**src/rtl/dma_ch_sched.sv**
```systemverilog
`default_nettype none
// ============================================================================
// Module   : dma_ch_sched
// Purpose  : Channel scheduler for the AHB DMA. Picks one enabled, requesting
//            channel (high-priority level first, round-robin inside each
//            level). For that channel it sequences one read burst and then
//            one write burst on the single AHB master engine. It returns
//            one-cycle read/write acknowledges or an error pulse to the
//            peripheral request mux.
// Ports    : clk_i, rst_i          clock, synchronous active-high reset
//            dma_en_i             global enable, gates new grants only
//            ch_en_i/ch_hprio_i   per-channel enable / high-priority flag
//            ch_len_i             per-channel burst length (beats-1)
//            ch_rreq_i/ch_wreq_i  source / destination ready from mux
//            ch_rack_o/ch_wack_o  read / write burst done pulses
//            ch_err_o             bus error or write-wait abort pulse
//            eng_*                burst request/response to AHB engine
//            busy_o, act_ch_o     scheduler status
// Revision : 1.0 - initial release
// ============================================================================
module dma_ch_sched #(
  parameter int CHANNEL_NUM = 8,
  parameter int LEN_W       = 8
) (
  input  logic                                clk_i,
  input  logic                                rst_i,
  input  logic                                dma_en_i,
  input  logic [CHANNEL_NUM-1:0]              ch_en_i,
  input  logic [CHANNEL_NUM-1:0]              ch_hprio_i,
  input  logic [CHANNEL_NUM-1:0][LEN_W-1:0]   ch_len_i,
  input  logic [CHANNEL_NUM-1:0]              ch_rreq_i,
  input  logic [CHANNEL_NUM-1:0]              ch_wreq_i,
  output logic [CHANNEL_NUM-1:0]              ch_rack_o,
  output logic [CHANNEL_NUM-1:0]              ch_wack_o,
  output logic [CHANNEL_NUM-1:0]              ch_err_o,
  output logic                                eng_req_o,
  output logic                                eng_dir_o,
  output logic [$clog2(CHANNEL_NUM)-1:0]      eng_ch_o,
  output logic [LEN_W-1:0]                    eng_len_o,
  input  logic                                eng_beat_i,
  input  logic                                eng_err_i,
  output logic                                busy_o,
  output logic [$clog2(CHANNEL_NUM)-1:0]      act_ch_o
);

  localparam int c_CH_W = $clog2(CHANNEL_NUM);

  localparam logic [2:0] c_ST_IDLE    = 3'd0;
  localparam logic [2:0] c_ST_RD      = 3'd1;
  localparam logic [2:0] c_ST_WR_WAIT = 3'd2;
  localparam logic [2:0] c_ST_WR      = 3'd3;
  localparam logic [2:0] c_ST_DONE    = 3'd4;

  // --------------------------------------------------------------------------
  // State
  // --------------------------------------------------------------------------
  logic [2:0]             r_state;
  logic [c_CH_W-1:0]      r_rr_ptr;
  logic [c_CH_W-1:0]      r_act_ch;
  logic [LEN_W-1:0]       r_len;
  logic [LEN_W-1:0]       r_beat_cnt;
  logic [CHANNEL_NUM-1:0] r_rack;
  logic [CHANNEL_NUM-1:0] r_wack;
  logic [CHANNEL_NUM-1:0] r_err;

  // --------------------------------------------------------------------------
  // Arbitration
  // --------------------------------------------------------------------------
  logic [CHANNEL_NUM-1:0] w_elig;
  logic [CHANNEL_NUM-1:0] w_hi;
  logic [CHANNEL_NUM-1:0] w_lo;
  logic [CHANNEL_NUM-1:0] w_cand;
  logic [c_CH_W:0]        w_idx;
  logic [c_CH_W-1:0]      w_sel;
  logic [c_CH_W-1:0]      w_rr_next;
  logic                   w_grant;

  assign w_elig  = ch_en_i & ch_rreq_i;
  assign w_hi    = w_elig & ch_hprio_i;
  assign w_lo    = w_elig & ~ch_hprio_i;
  // The low level is only considered when no high-priority channel is eligible.
  assign w_cand  = (|w_hi) ? w_hi : w_lo;
  assign w_grant = dma_en_i && (|w_elig);

  // Round-robin search starting at r_rr_ptr and wrapping upward. The loop runs
  // from the farthest offset down to offset 0, so the last hit written is the
  // candidate closest to the pointer.
  always_comb begin
    w_sel = '0;
    w_idx = '0;
    for (int i = CHANNEL_NUM - 1; i >= 0; i--) begin
      w_idx = {1'b0, r_rr_ptr} + (c_CH_W + 1)'(i);
      if (w_idx >= (c_CH_W + 1)'(CHANNEL_NUM)) begin
        w_idx = w_idx - (c_CH_W + 1)'(CHANNEL_NUM);
      end
      if (w_cand[w_idx[c_CH_W-1:0]]) begin
        w_sel = w_idx[c_CH_W-1:0];
      end
    end
  end

  assign w_rr_next = (w_sel == c_CH_W'(CHANNEL_NUM - 1)) ? '0 : (w_sel + c_CH_W'(1));

  // --------------------------------------------------------------------------
  // Burst sequencing
  // --------------------------------------------------------------------------
  logic [CHANNEL_NUM-1:0] w_act_oh;
  logic                   w_last;

  assign w_act_oh = {{(CHANNEL_NUM-1){1'b0}}, 1'b1} << r_act_ch;
  // beat_cnt is compared before it increments, so len = all-ones still gives
  // the full 2^LEN_W beats without the counter wrapping early.
  assign w_last   = (r_beat_cnt == r_len);

  always_ff @(posedge clk_i) begin
    if (rst_i) begin
      r_state    <= c_ST_IDLE;
      r_rr_ptr   <= '0;
      r_act_ch   <= '0;
      r_len      <= '0;
      r_beat_cnt <= '0;
      r_rack     <= '0;
      r_wack     <= '0;
      r_err      <= '0;
    end else begin
      // Acknowledge and error outputs are single-cycle pulses.
      r_rack <= '0;
      r_wack <= '0;
      r_err  <= '0;

      case (r_state)
        c_ST_IDLE: begin
          if (w_grant) begin
            r_act_ch   <= w_sel;
            r_len      <= ch_len_i[w_sel];
            r_rr_ptr   <= w_rr_next;
            r_beat_cnt <= '0;
            r_state    <= c_ST_RD;
          end
        end

        c_ST_RD, c_ST_WR: begin
          // A bus error wins over a coincident last beat: no ack is sent.
          if (eng_err_i) begin
            r_err      <= w_act_oh;
            r_beat_cnt <= '0;
            r_state    <= c_ST_IDLE;
          end else if (eng_beat_i) begin
            if (w_last) begin
              r_beat_cnt <= '0;
              if (r_state == c_ST_RD) begin
                r_rack  <= w_act_oh;
                r_state <= c_ST_WR_WAIT;
              end else begin
                r_wack  <= w_act_oh;
                r_state <= c_ST_DONE;
              end
            end else begin
              r_beat_cnt <= r_beat_cnt + LEN_W'(1);
            end
          end
        end

        c_ST_WR_WAIT: begin
          // A channel disabled while waiting for its destination is aborted;
          // this takes precedence over a simultaneous write request.
          if (!ch_en_i[r_act_ch]) begin
            r_err   <= w_act_oh;
            r_state <= c_ST_IDLE;
          end else if (ch_wreq_i[r_act_ch]) begin
            r_state <= c_ST_WR;
          end
        end

        // One-cycle cooldown so the peripheral can drop its request before
        // the next arbitration.
        c_ST_DONE: begin
          r_state <= c_ST_IDLE;
        end

        default: begin
          r_state <= c_ST_IDLE;
        end
      endcase
    end
  end

  // --------------------------------------------------------------------------
  // Outputs (registered or decoded from registered state only)
  // --------------------------------------------------------------------------
  assign ch_rack_o = r_rack;
  assign ch_wack_o = r_wack;
  assign ch_err_o  = r_err;
  assign eng_req_o = (r_state == c_ST_RD) || (r_state == c_ST_WR);
  assign eng_dir_o = (r_state == c_ST_WR);
  assign eng_ch_o  = r_act_ch;
  assign eng_len_o = r_len;
  assign busy_o    = (r_state != c_ST_IDLE);
  assign act_ch_o  = r_act_ch;

endmodule
`default_nettype wire
```
**config.mk**
```make
export PLATFORM = sky130hd
export DESIGN_NAME = dma_ch_sched
export DESIGN_NICKNAME = d
export VERILOG_FILES = /design/src/rtl/dma_ch_sched.sv
export SDC_FILE = /design/constraint.sdc
export NUM_CORES = 1
export LEC_CHECK = 0
export CAP_MARGIN = 20
export CELL_PAD_IN_SITES_DETAIL_PLACEMENT = 0
export CELL_PAD_IN_SITES_GLOBAL_PLACEMENT = 1
export CORE_MARGIN = 2
export CORE_UTILIZATION = 34
export CTS_CLUSTER_DIAMETER = 120
export DETAILED_ROUTE_END_ITERATION = 10
export PLACE_DENSITY = 0.85
export SETUP_SLACK_MARGIN = 0.15
export SLEW_MARGIN = 20
export SYNTH_ARGS = -nofsm -noshare
export SYNTH_HDL_FRONTEND = slang
export SYNTH_SLANG_ARGS = --single-unit
```
**constraint.sdc**
```tcl
create_clock -name clk_i -period 4.6 [get_ports clk_i]
set_input_delay 0.92 -clock clk_i [delete_from_list [all_inputs] [get_ports clk_i]]
set_output_delay 0.92 -clock clk_i [all_outputs]
set_load 0.1 [all_outputs]
```
=== Word level (Yosys, flattened, before mapping) ===
Cells that the tools add are included.

* Register bits: 49
* Bits in latches: 0
* Bits in writable memories: 0
* ROM bits: 0
* Output and inout port bits: 41
* Word-level logic and storage cells: 130
* Memories: 0

* $add $sub $neg: 17
* Multipliers: 0
* Div/mod/pow operators: 0
* Magnitude comparators: 18
* Eq/ne operators: 9
* Shifts and indexed selects: 1
* Multiplexer cells: 56
* Bitwise gates (word level): 8
* Reduce and logical (&&, ||, !) cells: 13

{| class="wikitable"
|+ Operator list
! operator !! number
|-
| 3-bit 2-to-1 mux || 24
|-
| 8-bit 2-to-1 mux || 8
|-
| 3-bit by 4-bit less-than comparator with 1-bit output, second input constant || 10
|-
| 8-bit one-hot mux with 2 select lines || 2
|-
| 1-bit binary-select mux with 3-bit select || 10
|-
| 4-bit greater-or-equal comparator, second input constant || 7
|-
| 8-bit AND || 3
|-
| 8-bit binary-select mux with 3-bit select || 1
|-
| 3-bit by 1-bit subtractor with 3-bit output, second input constant || 8
|-
| 3-bit by 3-bit adder with 4-bit output, second input constant || 4
|-
| 8-bit OR reduction || 2
|-
| 6-bit OR reduction || 2
|-
| 1-bit 2-to-1 mux || 10
|-
| 3-bit inequality test, second input constant || 3
|-
| 3-bit one-hot mux with 3 select lines || 1
|-
| 3-bit by 2-bit adder with 4-bit output, second input constant || 2
|-
| 8-bit by 1-bit adder with 8-bit output, second input constant || 1
|-
| 8-bit equality test || 1
|-
| 8-bit inverter || 1
|-
| 1-bit by 3-bit left shift with 8-bit output, first input constant || 1
|-
| 3-bit by 2-bit equality test with 1-bit output, second input constant || 2
|-
| 3-bit by 1-bit adder with 4-bit output, second input constant || 1
|-
| 3-bit by 4-bit greater-or-equal comparator with 1-bit output, second input constant || 1
|-
| 1-bit inverter || 4
|-
| 13 further kinds || 13
|}

=== Depth between registers and ports, before layout ===
Gate-level depths: netlist of run 1.

* Word-level depth: 16
* Mapped depth: 19
* Mapped depth without buffers: 16

=== Worst setup path after synthesis of run 1 ===
Ideal clock, no wire load.

* Path kind: input -> register
* From: input ch_en_i[0]
* To: register r_rr_ptr[1]
* Setup time: 0.071 ns
* Arrival time: 4.224 ns
* Setup slack: 0.305 ns
* Cell stages on the path: 16
* Path buffers: 1
* Cell sequence: and2_4 a2111oi_4 a21oi_2 o32a_4 a22o_1 or2_1 a211o_1 a31oi_4 o21ai_4 o21ai_4 buf_6 inv_1 ha_1 ha_1 nand3b_1 a21oi_1

* Cells in the longest elaborated chain, start to end: 16
* Elaborated cells between the ends (all ways): 35
* Those cells by class: add/sub: 1; eq/ne: 1; mux: 26; bitwise: 3; reduce/logical: 4

{| class="wikitable"
|+ RTL lines
! element !! RTL line !! source
|-
| start: declaration || 28 || <nowiki>input logic [CHANNEL_NUM-1:0] ch_en_i,</nowiki>
|-
| 8-bit AND * || 78 || <nowiki>assign w_elig = ch_en_i & ch_rreq_i;</nowiki>
|-
| 8-bit AND || 79 || <nowiki>assign w_hi = w_elig & ch_hprio_i;</nowiki>
|-
| 8-bit OR reduction || 82 || <nowiki>assign w_cand = (|w_hi) ? w_hi : w_lo;</nowiki>
|-
| 8-bit 2-to-1 mux * || 82 ||
|-
| 1-bit binary-select mux with 3-bit select || 96 || <nowiki>if (w_cand[w_idx[c_CH_W-1:0]]) begin</nowiki>
|-
| 1-bit 2-to-1 mux (implied by the code) || 96 ||
|-
| 3-bit 2-to-1 mux (7 in a row) || 96 ||
|-
| 3-bit 2-to-1 mux * || 96 ||
|-
| net w_sel[0] || 74 || <nowiki>logic [c_CH_W-1:0] w_sel;</nowiki>
|-
| 3-bit by 1-bit adder with 3-bit output or 3-bit equality test (tied branches) || 102 || <nowiki>assign w_rr_next = (w_sel == c_CH_W'(CHANNEL_NUM - 1)) ? '0 : (w_sel + c_CH_W'(1));</nowiki>
|-
| 3-bit 2-to-1 mux * || 102 ||
|-
| end signal: assignment || 136 || <nowiki>r_rr_ptr <= w_rr_next;</nowiki>
|-
| end: declaration || 58 || <nowiki>logic [c_CH_W-1:0] r_rr_ptr;</nowiki>
|}

The timed path passes the listed nets; every way through them passes the cells marked *. The select of a mux whose other input is x is not followed.
A chain may end at the register's enable or synchronous reset.

=== Final worst setup path of run 1 ===
* From: input ch_hprio_i[0]
* To: register r_len[7] (netlist: eng_len_o[7])

* Cells in the longest elaborated chain, start to end: 15
* Elaborated cells between the ends (all ways): 31
* Those cells by class: mux: 27; bitwise: 3; reduce/logical: 1

{| class="wikitable"
|+ RTL lines
! element !! RTL line !! source
|-
| start: declaration || 29 || <nowiki>input logic [CHANNEL_NUM-1:0] ch_hprio_i,</nowiki>
|-
| 8-bit AND or 8-bit inverter (tied branches) || 79, 80 ||
|-
| 8-bit OR reduction or 8-bit AND (tied branches) || 82, 80 ||
|-
| 8-bit 2-to-1 mux * || 82 ||
|-
| 1-bit binary-select mux with 3-bit select || 96 ||
|-
| 1-bit 2-to-1 mux (implied by the code) || 96 ||
|-
| 3-bit 2-to-1 mux (7 in a row) || 96 ||
|-
| 3-bit 2-to-1 mux * || 96 ||
|-
| 8-bit binary-select mux with 3-bit select * || 135 || <nowiki>r_len <= ch_len_i[w_sel];</nowiki>
|-
| 8-bit 2-to-1 mux (implied by the code) * || 135 ||
|-
| end signal: assignment || 135 ||
|-
| end: declaration || 60 || <nowiki>logic [LEN_W-1:0] r_len;</nowiki>
|}

Mark *: on every way between the ends. The rest lies on a longest branch, timed or not. The select of a mux whose other input is x is not followed.

==> results of run 1 <==
## cells by family after synthesis
| family | Yosys count | synth area share [%] |
|---|---|---|
| AOI/OAI and AO/OA | 136 | 27.8 |
| xor gates and xnor gates | 21 | 4.46 |
| adders and majority gates | 5 | 1.52 |
| buffers and inverters | 39 | 4.95 |
| DFF | 49 | 23.8 |
| muxes | 37 | 11.9 |
| and+or+nand+nor | 201 | 25.6 |
## registers in the layout, summed over array words and instances, names as in the netlist
name,count
eng_len_o,8
ch_wack_o,8
r_state,3
ch_err_o,8
act_ch_o,3
ch_rack_o,8
r_rr_ptr,3
r_beat_cnt,8
## final cells by class
| type | count | area (um^2) |
|---|---|---|
| clock buffers | 7 | 133 |
| clock inverters | 1 | 7.51 |
| fillers | 1109 | 5640 |
| inverters | 7 | 26.3 |
| multi-input cells | 400 | 3060 |
| flip-flops and latches | 49 | 981 |
| well taps | 147 | 184 |
| repair buffers | 186 | 1880 |
## critical path: cells and delay by family
family	cells	cell delay, ns
AO/OA/AOI/OAI	9	1.51
buffers and inverters	5	1.15
multiplexers	1	0.55
AND/OR/NAND/NOR	2	0.43
## power by group
part           total (mW)  switching (mW)  internal [mW]
sequential          0.617           0.122          0.495
combinational        4.01            2.25           1.75
clock               0.353           0.151          0.202
total                4.97            2.53           2.45
## how the worst min path moves through the flow
| stage | start | endpoint | slack, ns | depth (start not counted) |
|---|---|---|---|---|
| global route | eng_len_o[0] | eng_len_o[0] | 0.57 | 2 |
| floorplan | r_beat_cnt[7] | r_beat_cnt[7] | 0.50 | 2 |
| detailed placement | eng_len_o[0] | eng_len_o[0] | 0.52 | 2 |
| CTS | eng_len_o[0] | eng_len_o[0] | 0.53 | 2 |
| finish | eng_len_o[0] | eng_len_o[0] | 0.52 | 2 |
| global placement | eng_len_o[0] | eng_len_o[0] | 0.51 | 2 |
## repair_timing
item	4_1_cts	5_1_grt
setup buffers	0	6
resized for setup	0	48
setup endpoints to repair	0	12
## metal layers
| layer | up-vias | wire length, um | GRT usage (%) | part of all wire (%) |
|---|---|---|---|---|
| met4 | 0 | 138 | 2.76 | 1.0 |
| met3 | 10 | 807 | 2.44 | 5.9 |
| met1 | 2135 | 5980 | 26.2 | 44 |
| li1 | 2174 | - | - | - |
| met5 | - | 0 | 0 | 0 |
| met2 | 164 | 6770 | 35.4 | 49 |
## cell usage after synthesis (all sizes together) (5+ instances only)
master	n
nand2b	5
a211o	7
buf	17
o221a	5
nand3b	13
or3	11
o221ai	6
nor2	68
nand2	31
a32o	7
o32ai	5
ha	5
nor3	14
clkbuf	15
inv	7
nor3b	7
a21o	6
a21oi	27
mux4	9
nand3	17
o22ai	25
and2	6
xor2	17
a211oi	11
and3	8
o21ai	13
dfxtp	49
nand4	5
mux2i	24
## stage by stage
stage                     util, %  hold slack, ns  std cells  cell area [um^2]
after floorplan                 -           0.498        488              4120
after global placement       49.1           0.514        781              5850
after detailed placement     49.1           0.521        781              5850
after CTS                    50.3           0.532        789              5990
after global routing         52.7           0.566        797              6270
final                        52.7           0.525        797              6270
==> flow_summary.yaml, run 1 <==
timing:
  setup_ws_ns: 0.238
  clock_skew_ns: 0.00841
  finalMaxSlewViolations: 0
  final_hold_viol_count: 0
  fin_crit_sh_pct: 94.8
  tightestPinTransition_ns: 1.02
  finalSetupViolCount: 0
  max_freq_mhz: 229
  fin_crit_ns: 4.36
  timing.setup.tns_ns: 0
  rsz0062_at_grt: "false"
  maxSlewHeadroom_pct: 31.5
clocking:
  insertion_delay_ns: 0.28
  h-tree-depth: 2
  cts-root-buf: "clkbuf_16"
  cts_buffer_depth: 2
  path_clk_slew_ns: 0.07
  numCtsBuffers: 5
  cts_tree: "done"
  cts_hold_buf: 0
  cts.sinks: 49
placed_design:
  hpwl_um: 10400
  place.gp.congestion: 0.879
  dpl_worst_slack_ns: -0.108
  numPortBuffers: 141
logic_synthesis:
  netlist_area_um2: 4120
  synth_fp_nets: 594
  synth-edff-count: 0
  netlist.area_leader.share_pct: 23.8
  synth.distinct_cells: 70
  ys.flop_type: "dfxtp_1"
  postSynthCellCount: 488
  postSynthAreaPerCell_um2: 8.45
  synthTopCellsByArea: "dfxtp_1 (24%), nor2_1 (6.2%), mux2i_1 (5.8%)"
  ys_seq_area_share_pct: 23.8
  synth_seq_cells: 49
  yosysWarnings: 0
  async_flop_share_pct: 0
  yosys.area.top_type: "dfxtp_1"
floorplanning:
  rows: 40
  core_area_um2: 11900
  die_w_um: 114
  pin_count: 142
  die_y_um: 114
  die_area_um2: 13000
  start_util_pct: 34.6
worst_setup_path:
  r2r_start: "r_rr_ptr[0]"
  critPathCaptureType: "flip-flop"
  required_ns: 4.80
  cp-start-kind: "primary input"
  ff2ff_setup_slack_ns: 0.56
  reg2reg_depth: 15
  slowest_stage: "mux4_2"
  crit_arrival_ns: 4.56
  critPathMostFrequentCell: "buf_4"
  cp-endpoint: "eng_len_o[7]"
  crit_type: "primary input to flip-flop"
  worstPathMaxFanout: 6
  r2r_end: "eng_len_o[7]"
  max_stage_delay_ns: 0.55
  cp_cell_sequence: "clkdlybuf4s50_1 -> a2111oi_4 -> buf_4 -> a21o_1 -> buf_4 -> a32oi_1 -> mux4_2 -> nor3_2 -> a211oi_1 -> a21oi_1 -> a21oi_2 -> buf_4 -> clkbuf_16 -> and2b_4 -> a211oi_1 -> a211o_1 -> a211oi_2"
  startpoint: "ch_hprio_i[0]"
global_route:
  antenna_found_initial: 0
  grt_max_degree: 46
  grt_pass1_vias: 4262
  grtUsageTotal_pct: 19.8
  grt_pass1_wl_um: 21100
  grt.overflow.total: 0
power_and_ir_drop:
  p_leak_nw: 2.54
  finalPower_mw: 4.97
  ir_worst_vdd_mv: 0.403
  power_density_nw_per_um2: 793
routing:
  vias: 4483
  drt-initial-drc-count: 360
  routedWlPerCell_um: 17.2
  postRouteWirelength_um: 13700
  dr.pass1.iters: 5
  vias_per_cell: 5.62
  drc: 0
  drtAntennaViolNets: 0
final_layout:
  final_layout_size_suffix_gt1_share_pct: 18.2
  mostFrequentLayoutCells: "clkdlybuf4s50_1 (118), nor2_1 (68), dfxtp_1 (49), buf_4 (38), nand2_1 (30)"
  area_growth_pct: 52.2
  diodes: 0
  final_common_cell: "clkdlybuf4s50_1"
  nNetsFinal: 755
worst_hold_path:
  hold_class: "flip-flop to flip-flop"
run:
  max_cap_violations: 0
outcome:
  status: "complete, no violations"
Note: power is estimated with default switching activity, not from simulation.
==> inputs of run 2 (changes only) <==
ABC_AREA = 1   (was not set)
CORE_UTILIZATION = 27   (was 34)
PLACE_DENSITY = 0.8   (was 0.85)
clock period = 3.94 ns   (was 4.6 ns; I/O delays follow)
==> run 2 against run 1 <==
Against the previous run:
- global-route usage down 3.7 points
- hold slack got worse by 0.045 ns
- wire length decreased by 14%
- synthesized area is 12% lower
- die area up 11%
- register-to-register slack better by 0.29 ns
- sequential share of layout area grew 2.5 points
- largest cell class unchanged
==> flow_summary.yaml, run 2 <==
outcome:
  status: "complete, no violations"
routing:
  routedWlPerCell_um: 12.8
  drc: 0
  vias: 4243
  drtAntennaViolNets: 0
  postRouteWirelength_um: 11700
  vias_per_cell: 4.64
  dr.pass1.iters: 5
  drt-initial-drc-count: 243
logic_synthesis:
  synth_fp_nets: 707
  synth_xor_area_share_pct: 2.88
  synthTopCellsByArea: "dfxtp_1 (27%), nand2_1 (17%), nand3_1 (14%)"
  yosysWarnings: 0
  synth-compound-area-share_pct: 7.07
  ys_top_cells_by_count: "nand2_1 (169), nand3_1 (102), inv_1 (83)"
  netlist.area_leader.share_pct: 26.9
  netlist_area_um2: 3650
  yosys.cell_count.top_type: "nand2_1"
  synth-simple-area-share_pct: 48.6
  async_flop_share_pct: 0
  synth_top_family_by_area: "simple AND/OR/NAND/NOR gates"
  synthAdderAreaFrac_pct: 1.72
  ys.flop_type: "dfxtp_1"
  synth_seq_cells: 49
  ys_seq_area_share_pct: 26.9
  synth-edff-count: 0
  synth_mux_area_share_pct: 0
  yosys.area.top_type: "dfxtp_1"
  postSynthAreaPerCell_um2: 6.07
  postSynthCellCount: 601
  synth.distinct_cells: 33
global_route:
  grt_max_degree: 33
  grtUsageTotal_pct: 16.1
  antenna_found_initial: 0
  grt.overflow.total: 0
  grt_pass1_wl_um: 19100
  grt_pass1_vias: 4077
placed_design:
  numPortBuffers: 141
  place.gp.congestion: 0.855
  hpwl_um: 9580
worst_setup_path:
  worstPathMaxFanout: 13
  crit_family: "simple AND/OR/NAND/NOR gates"
  max_stage_delay_ns: 0.48
  critPathMostFrequentCell: "nand2_1"
  critPathCaptureType: "flip-flop"
  critPathBufInv: 2
  slowest_stage: "clkdlybuf4s50_1"
  cp-start-kind: "primary input"
  crit_type: "primary input to flip-flop"
  required_ns: 4.11
  cp_cell_sequence: "clkdlybuf4s50_1 -> nand3_2 -> nand2_1 -> nor2_2 -> nand3_1 -> nand3_1 -> nand2_1 -> nand2_1 -> nand3_2 -> nand2_2 -> inv_2 -> nand2_1 -> nand2_1 -> nand2_1 -> nand2_1 -> nand2_1 -> nand2_2 -> nand2_4 -> nand2_4 -> ha_1 -> ha_1 -> o21ai_0 -> a21oi_1"
  crit_arrival_ns: 3.63
clocking:
  cts_hold_buf: 0
  path_clk_slew_ns: 0.07
  h-tree-depth: 2
  cts_tree: "done"
  insertion_delay_ns: 0.29
  cts.sinks: 49
  numCtsBuffers: 5
  cts_buffer_depth: 2
  cts-root-buf: "clkbuf_16"
timing:
  rsz0062_at_grt: "false"
  fin_crit_ns: 3.46
  timing.setup.tns_ns: 0
  finalSetupViolCount: 0
  max_freq_mhz: 289
  maxSlewHeadroom_pct: 30.8
  finalMaxSlewViolations: 0
  fin_crit_sh_pct: 87.9
  tightestPinTransition_ns: 1.03
  final_hold_viol_count: 0
  clock_skew_ns: 0.00850
worst_hold_path:
  hold_class: "flip-flop to flip-flop"
final_layout:
  nNetsFinal: 843
  post-route-util_pct: 40.8
  area_growth_pct: 48.1
  final_common_cell: "nand2_1"
  diodes: 0
  mostFrequentLayoutCells: "nand2_1 (169), clkdlybuf4s50_1 (140), nand3_1 (102), inv_1 (83), nor2_1 (51)"
  final_layout_size_suffix_gt1_share_pct: 5.83
floorplanning:
  start_util_pct: 27.5
  rows: 42
  die_area_um2: 14500
  core_area_um2: 13200
  die_y_um: 120
  pin_count: 142
  die_w_um: 120
run:
  max_cap_violations: 0
## run 2: changes by cell type in the layout (fill, tap and decap cells not counted), moves of 17 or more
| cell | previous run | this run |
|---|---|---|
| nand2_1 | 30 | 169 |
| nand3_1 | 17 | 102 |
| inv_1 | 6 | 83 |
| buf_4 | 38 | 8 |
| o22ai_1 | 25 | 0 |
| mux2i_1 | 24 | 0 |
| dlymetal6s2s_1 | 23 | 0 |
| clkdlybuf4s50_1 | 118 | 140 |
| nor2_1 | 68 | 51 |
## run 2: final cells by class
class	instances	area (um^2)
Timing Repair Buffer	151	1510
Fill cell	1407	7840
Tap cell	176	220
Multi-Input combinational cell	442	2210
Clock buffer	5	125
Clock inverter	3	26.3
Sequential cell	49	981
Inverter	88	330
## run 2: timing repair
action                                  in CTS  in global routing
setup buffers                                0                  1
resized for setup                            0                  2
endpoints found under the setup margin       0                 10
## run 2: cell families after synthesis
kind of cell,count (synthesis)
xor+xnor,12
flops,49
compound gates,43
buf+inv,110
simple gates,382
fa+ha+maj,5
## run 2: worst min-delay path: stages (launching register included)
cell     delay, ns
dfxtp_1       0.32
inv_1         0.06
a21oi_1       0.05
## run 2: path summary, 6_finish.rpt
path	startpoint	endpoint	slack (ns)	depth (start not counted)
setup / recovery	ch_en_i[5]	r_rr_ptr[2]	0.48	23
hold / removal	r_beat_cnt[7]	r_beat_cnt[7]	0.48	2
setup reg to reg	r_rr_ptr[1]	r_rr_ptr[2]	0.85	18
hold reg to reg	r_beat_cnt[7]	r_beat_cnt[7]	0.48	2
## run 2: through the flow
step                std cells  area, um^2  setup WS (ns)  hold slack, ns
global placement          905        5220          0.123           0.466
global route              914        5400          0.172           0.521
finish                    914        5400          0.478           0.480
floorplan                 601        3650          0.490           0.451
CTS                       913        5370          0.414           0.483
detailed placement        905        5220          0.119           0.473
## run 2: per-layer routing
layer	global-route usage, %	part of all wire [%]
met2	27.1	45
met3	4.48	8.5
met1	20.4	45
met5	0	0
met4	4.14	1.7
Power of run 2 is left out: the tool's default activity adds up to more than one toggle a clock period on the data nets, which glitch-free logic cannot reach.
==> inputs of run 3 (changes only) <==
TNS_END_PERCENT = 50   (was not set)
==> results of run 3 <==
The final DEF is identical to that of run 2; final timing and power are the same.
Power of run 3 is left out for the same reason.
==> edit 1, RTL diff (flow settings as in run 1) <==
The parameter `LEN_W` goes from 8 to 16.
--- a/src/rtl/dma_ch_sched.sv
+++ b/src/rtl/dma_ch_sched.sv
@@ -21,5 +21,5 @@
 module dma_ch_sched #(
   parameter int CHANNEL_NUM = 8,
-  parameter int LEN_W       = 8
+  parameter int LEN_W       = 16
 ) (
   input  logic                                clk_i,
Ports: changed (resized ch_len_i and eng_len_o); port bits go from 142 to 214. The function was not compared with the original's and may differ.
==> edit 1 against run 1 <==
Area after synthesis rose by 36%. Largest cell class unchanged. Critical path type unchanged. Sequential share of layout area fell by 1.8 points. Via count rose by 42%. Critical path depth rose by 2. Non-clock buffer count rose by 145. Routed wire length rose by 61%. Final area rose by 50%. Worst hold slack improved by 0.023 ns. Die area rose by 35%. Global-route usage rose by 4.6 points. Highest routed layer unchanged. Setup slack improved by 0.017 ns. Sequential cell count rose by 16. Total power rose by 67%.
==> edit 1: results (changes against run 1) <==
Status - finished, final reports clean
H-tree Lvls - 3 (+1)
Final GP Congestion - 0.965 (+9.8%)
Grt met2 use - 0.385 (+0.0316)
# fillers - 1500 (+35%)
Cell variety after synth - 80 (+14%)
Ratio of cells with drive above 1 in the final layout - 0.262 (+0.0801)
Clock buffers - 10 (+3)
Fraction of the mapped netlist area in adder cells - 0.0111 (-0.00405)
Seq/total area - 0.138 (-0.0180)
Mux contribution to synthesized area - 0.216 (+0.0968)
Max_slew headroom - 0.293 (-0.0220)
Grt met1 use - 0.331 (+0.0685)
Layout Cells excl Fill - 1168 (+47%)
Leakage power - 3.69 nW (+45%)
Final core utilization - 0.575 (+0.0488)
Hold slack - 0.548 ns (+0.0230 ns)
Critical Path Max Stage Delay - 0.38 ns (-0.17 ns)
First-pass GRT wire length - 33.9 mm (+61%)
Placement Cell Area - 8530 sq um (+46%)
Post-synthesis net count - 813 (+37%)
Non-clk buf share - 0.345 (+0.0452)
Worst Setup SP - ch_hprio_i[6]
Port-buffer cells - 213 (+51%)
Met3 WL - 1.64 mm (+100%)
Sw Share - 0.478 (-0.0299)
Ys async rst share - 0 (unchanged)
Mean area per synthesized cell - 8.74 sq um (+3.5%)
Sequential Power Share - 0.102 (-0.022)
Buffers, non-clock - 331 (+78%)
Hold Startpoint - r_beat_cnt[15]
Flip-flop and latch count - 65 (+33%)
DP Wirelength - 16.7 mm (+61%)
Worst VDD drop - 0.496 mV (+23%)
Largest net degree at the start of global routing - 28 (-39%)
Via count - 6383 (+42%)
Worst reg2reg path depth - 17 (+2)
Wire length on met2 - 10.2 mm (+51%)
Worst Hold Path EP - r_beat_cnt[15]
Fin crit period - 4.34 ns (-0.0173 ns)
Total CTS buffers - 9 (+4)
Initial DRC count - 482 (+34%)
Compound-cell area share of the yosys netlist - 0.229 (-0.0490)
XOR/XNOR Fraction of Synth Area - 0.0514 (+0.00678)
Inverters - 9 (+2)
GRT Total Usage - 0.244 (+0.0456)
Arr. time, crit path - 4.59 ns (+0.03 ns)
Worst reg2reg endpoint - eng_len_o[6]
Leading cell types by count after synthesis - nor2_1 (78), dfxtp_1 (65), mux2i_1 (58)
ClkCell Share - 0.0314 (+0.00905)
DP Cell Count - 1128 (+44%)
Synth area leaders - dfxtp_1 (23%), mux2i_1 (10%), mux4_2 (5.6%), nor2_1 (5.2%), nand2_1 (3.8%)
Wl on met1 - 9.78 mm (+64%)
FF/Latch Area - 1300 sq um (+33%)
Area of the multi-input gates - 4260 sq um (+39%)
Critical Path End - eng_len_o[6]
Layout area overhead - 67.3%
edit 1: changes by cell type after synthesis, moves of 8 or more:
cell / change
nor2_1: +10
nand3b_1: -11
a221oi_1: +8
mux2i_1: +34
mux2_4: +10
nand3_1: +16
nand2_1: +27
dfxtp_1: +16
o22ai_1: -19
mux2_2: +12
xnor2_1: +17
o21bai_1: +12
a221oi_2: +11
edit 1: timing repair:
item | 4_1_cts | 5_1_grt
hold endpoints to repair | 0 | 0
setup endpoints to repair | 19 | 19
pin swaps | 4 | 22
gates cloned | 5 | 1
buffers inserted | 9 | 10
gates resized for setup | 37 | 67
edit 1: power by group through the flow:
stage          Clock [mW]  Combinational, mW  Sequential, mW
2_1_floorplan           0               3.67            1.37
3_3_place_gp            0               5.74           0.852
3_5_place_dp            0               5.73           0.858
4_1_cts             0.686               6.42           0.845
5_1_grt             0.716               7.18           0.864
6_report            0.682               6.79           0.850
==> edit 2, RTL diff (config.mk and constraints of run 1) <==
Made on the original files. Reset style: asynchronous (`rst_i`), changed in one clocked block. Comments in the files are not updated.
--- a/src/rtl/dma_ch_sched.sv
+++ b/src/rtl/dma_ch_sched.sv
@@ -113,5 +113,5 @@
   assign w_last   = (r_beat_cnt == r_len);
 
-  always_ff @(posedge clk_i) begin
+  always_ff @(posedge clk_i or posedge rst_i) begin
     if (rst_i) begin
       r_state    <= c_ST_IDLE;
Check against the original RTL: differs if rst_i is asserted again (counterexample within 4 cycles, from zero or initial values and one cycle with rst_i high); with rst_i held inactive, the same outputs for 4 cycles.
==> edit 2 against run 1 <==
Sequential cell count unchanged. Core utilization increased by 2.0 points. Setup slack got worse by 0.058 ns. Final area increased by 4.6%. Via count increased by 3.4%. Area after synthesis increased by 1.2%. Routed wire length increased by 4.7%. Critical path depth decreased by 3. Highest routed layer unchanged.
Power is not shown: default switching activity piles up to over one toggle a cycle in this logic, so the estimate is an artifact.
==> edit 2: results (changes against run 1) <==
Period utilization - 0.961 (+0.0125)
GRT Total Usage - 0.205 (+0.00705)
Via count - 4635 (+3.4%)
Wire length on met2 - 7.28 mm (+7.6%)
Wl on met1 - 5.97 mm (-0.10%)
First-pass GRT wire length - 21.9 mm (+3.9%)
Arr. time, crit path - 4.58 ns (+0.02 ns)
Critical Path Max Stage Delay - 0.57 ns (+0.02 ns)
Vias in the first global route - 4493 (+5.4%)
R2R Setup Slk - 0.71 ns (+0.15 ns)
Layout Nets - 784 (+3.8%)
Worst r2r src - r_rr_ptr[0]
Post-Place Setup Slack - -0.268 ns (-0.160 ns)
Maximum fanout along the worst path - 8 (+2)
Met3 WL - 955 um (+18%)
Post-synthesis net count - 589 (-0.84%)
Worst clock skew - 0.00760 ns (-0.000812 ns)
Hold Startpoint - r_beat_cnt[7]
DP Cell Count - 808 (+3.5%)
Worst reg2reg path depth - 13 (-2)
Status - finished, final reports clean
Cell variety after synth - 64 (-8.6%)
Main flop type after synthesis - dfrtp_1
DP Wirelength - 11.0 mm (+5.8%)
Initial DRC count - 379 (+5.3%)
Max_slew headroom - 0.324 (+0.00920)
Routed len/inst - 17.4 um (+1.1%)
## edit 2: cell types whose count changed after synthesis, sizes merged, moves of 11 or more
cell   delta
o21ai    +20
nor2     -22
xor2     -14
nand3    +43
inv      +15
mux2i    -14
o31ai    +11
dfrtp    +49
dfxtp    -49
o22ai    -21
## edit 2: metal layers
metal | up-vias | global-route usage
li1 | 2205 | -
met1 | 2236 | 0.267
met2 | 181 | 0.372
met3 | 13 | 0.0285
met4 | 0 | 0.0297
met5 | - | 0
## edit 2: worst max path at each step
| stage | startpoint | endpoint | slack, ns | cells after the start |
|---|---|---|---|---|
| finish | ch_hprio_i[6] | eng_len_o[7] | 0.18 | 14 |
| global route | ch_hprio_i[6] | eng_len_o[7] | 0.12 | 14 |
| CTS | ch_hprio_i[0] | eng_len_o[5] | 0.16 | 15 |
| detailed placement | ch_rreq_i[6] | eng_len_o[5] | -0.27 | 15 |
| global placement | ch_rreq_i[6] | eng_len_o[5] | -0.17 | 15 |
| floorplan | r_rr_ptr[1] | r_rr_ptr[2] | 0.31 | 19 |
## edit 2: stage by stage
step | utilization | hold slack (ns) | cell area [sq um]
after floorplan | - | 0.466 | 4170
after global placement | 0.508 | 0.485 | 6100
after detailed placement | 0.508 | 0.489 | 6100
after CTS | 0.523 | 0.504 | 6290
after global routing | 0.546 | 0.524 | 6560
final | 0.546 | 0.508 | 6560
## edit 2: layout make-up
type | count | area, sq um
well taps | 147 | 184
clock inverters | 2 | 35.0
repair buffers | 219 | 2050
flip-flops and latches | 49 | 1230
multi-input cells | 380 | 2860
inverters | 23 | 90.1
fillers | 1072 | 5450
clock buffers | 5 | 125
## edit 2: worst register-to-register path, cell delays in order (launching register included)
cell and delay, ns:
dfrtp_1 0.36, inv_2 0.04, ha_1 0.73, nand3_1 0.17, o32a_1 0.27, mux4_2 0.57, buf_6 0.15, o211ai_1 0.15
a211oi_4 0.11, o21a_1 0.25, buf_6 0.16, mux2_4 0.31, a221oi_4 0.36, o31ai_2 0.11
## edit 2: what timing repair did
action	4_1_cts	5_1_grt
gates resized for setup	6	40
pin swaps	0	15
cloned	0	1
buffers inserted	0	9
endpoints found under the setup margin	9	10
## edit 2: cells by family (layout without fill, tap and decap cells)
kind of cell               after synthesis  count (layout)  share of synthesized area
xor gates and xnor gates                14              14                     0.0294
AOI/OAI and AO/OA                      145             145                      0.263
DFF                                     49              49                      0.294
and+or+nand+nor                        182             182                      0.210
buffers and inverters                   54             249                     0.0663
adders and majority gates                5               5                     0.0150
muxes                                   34              34                      0.122
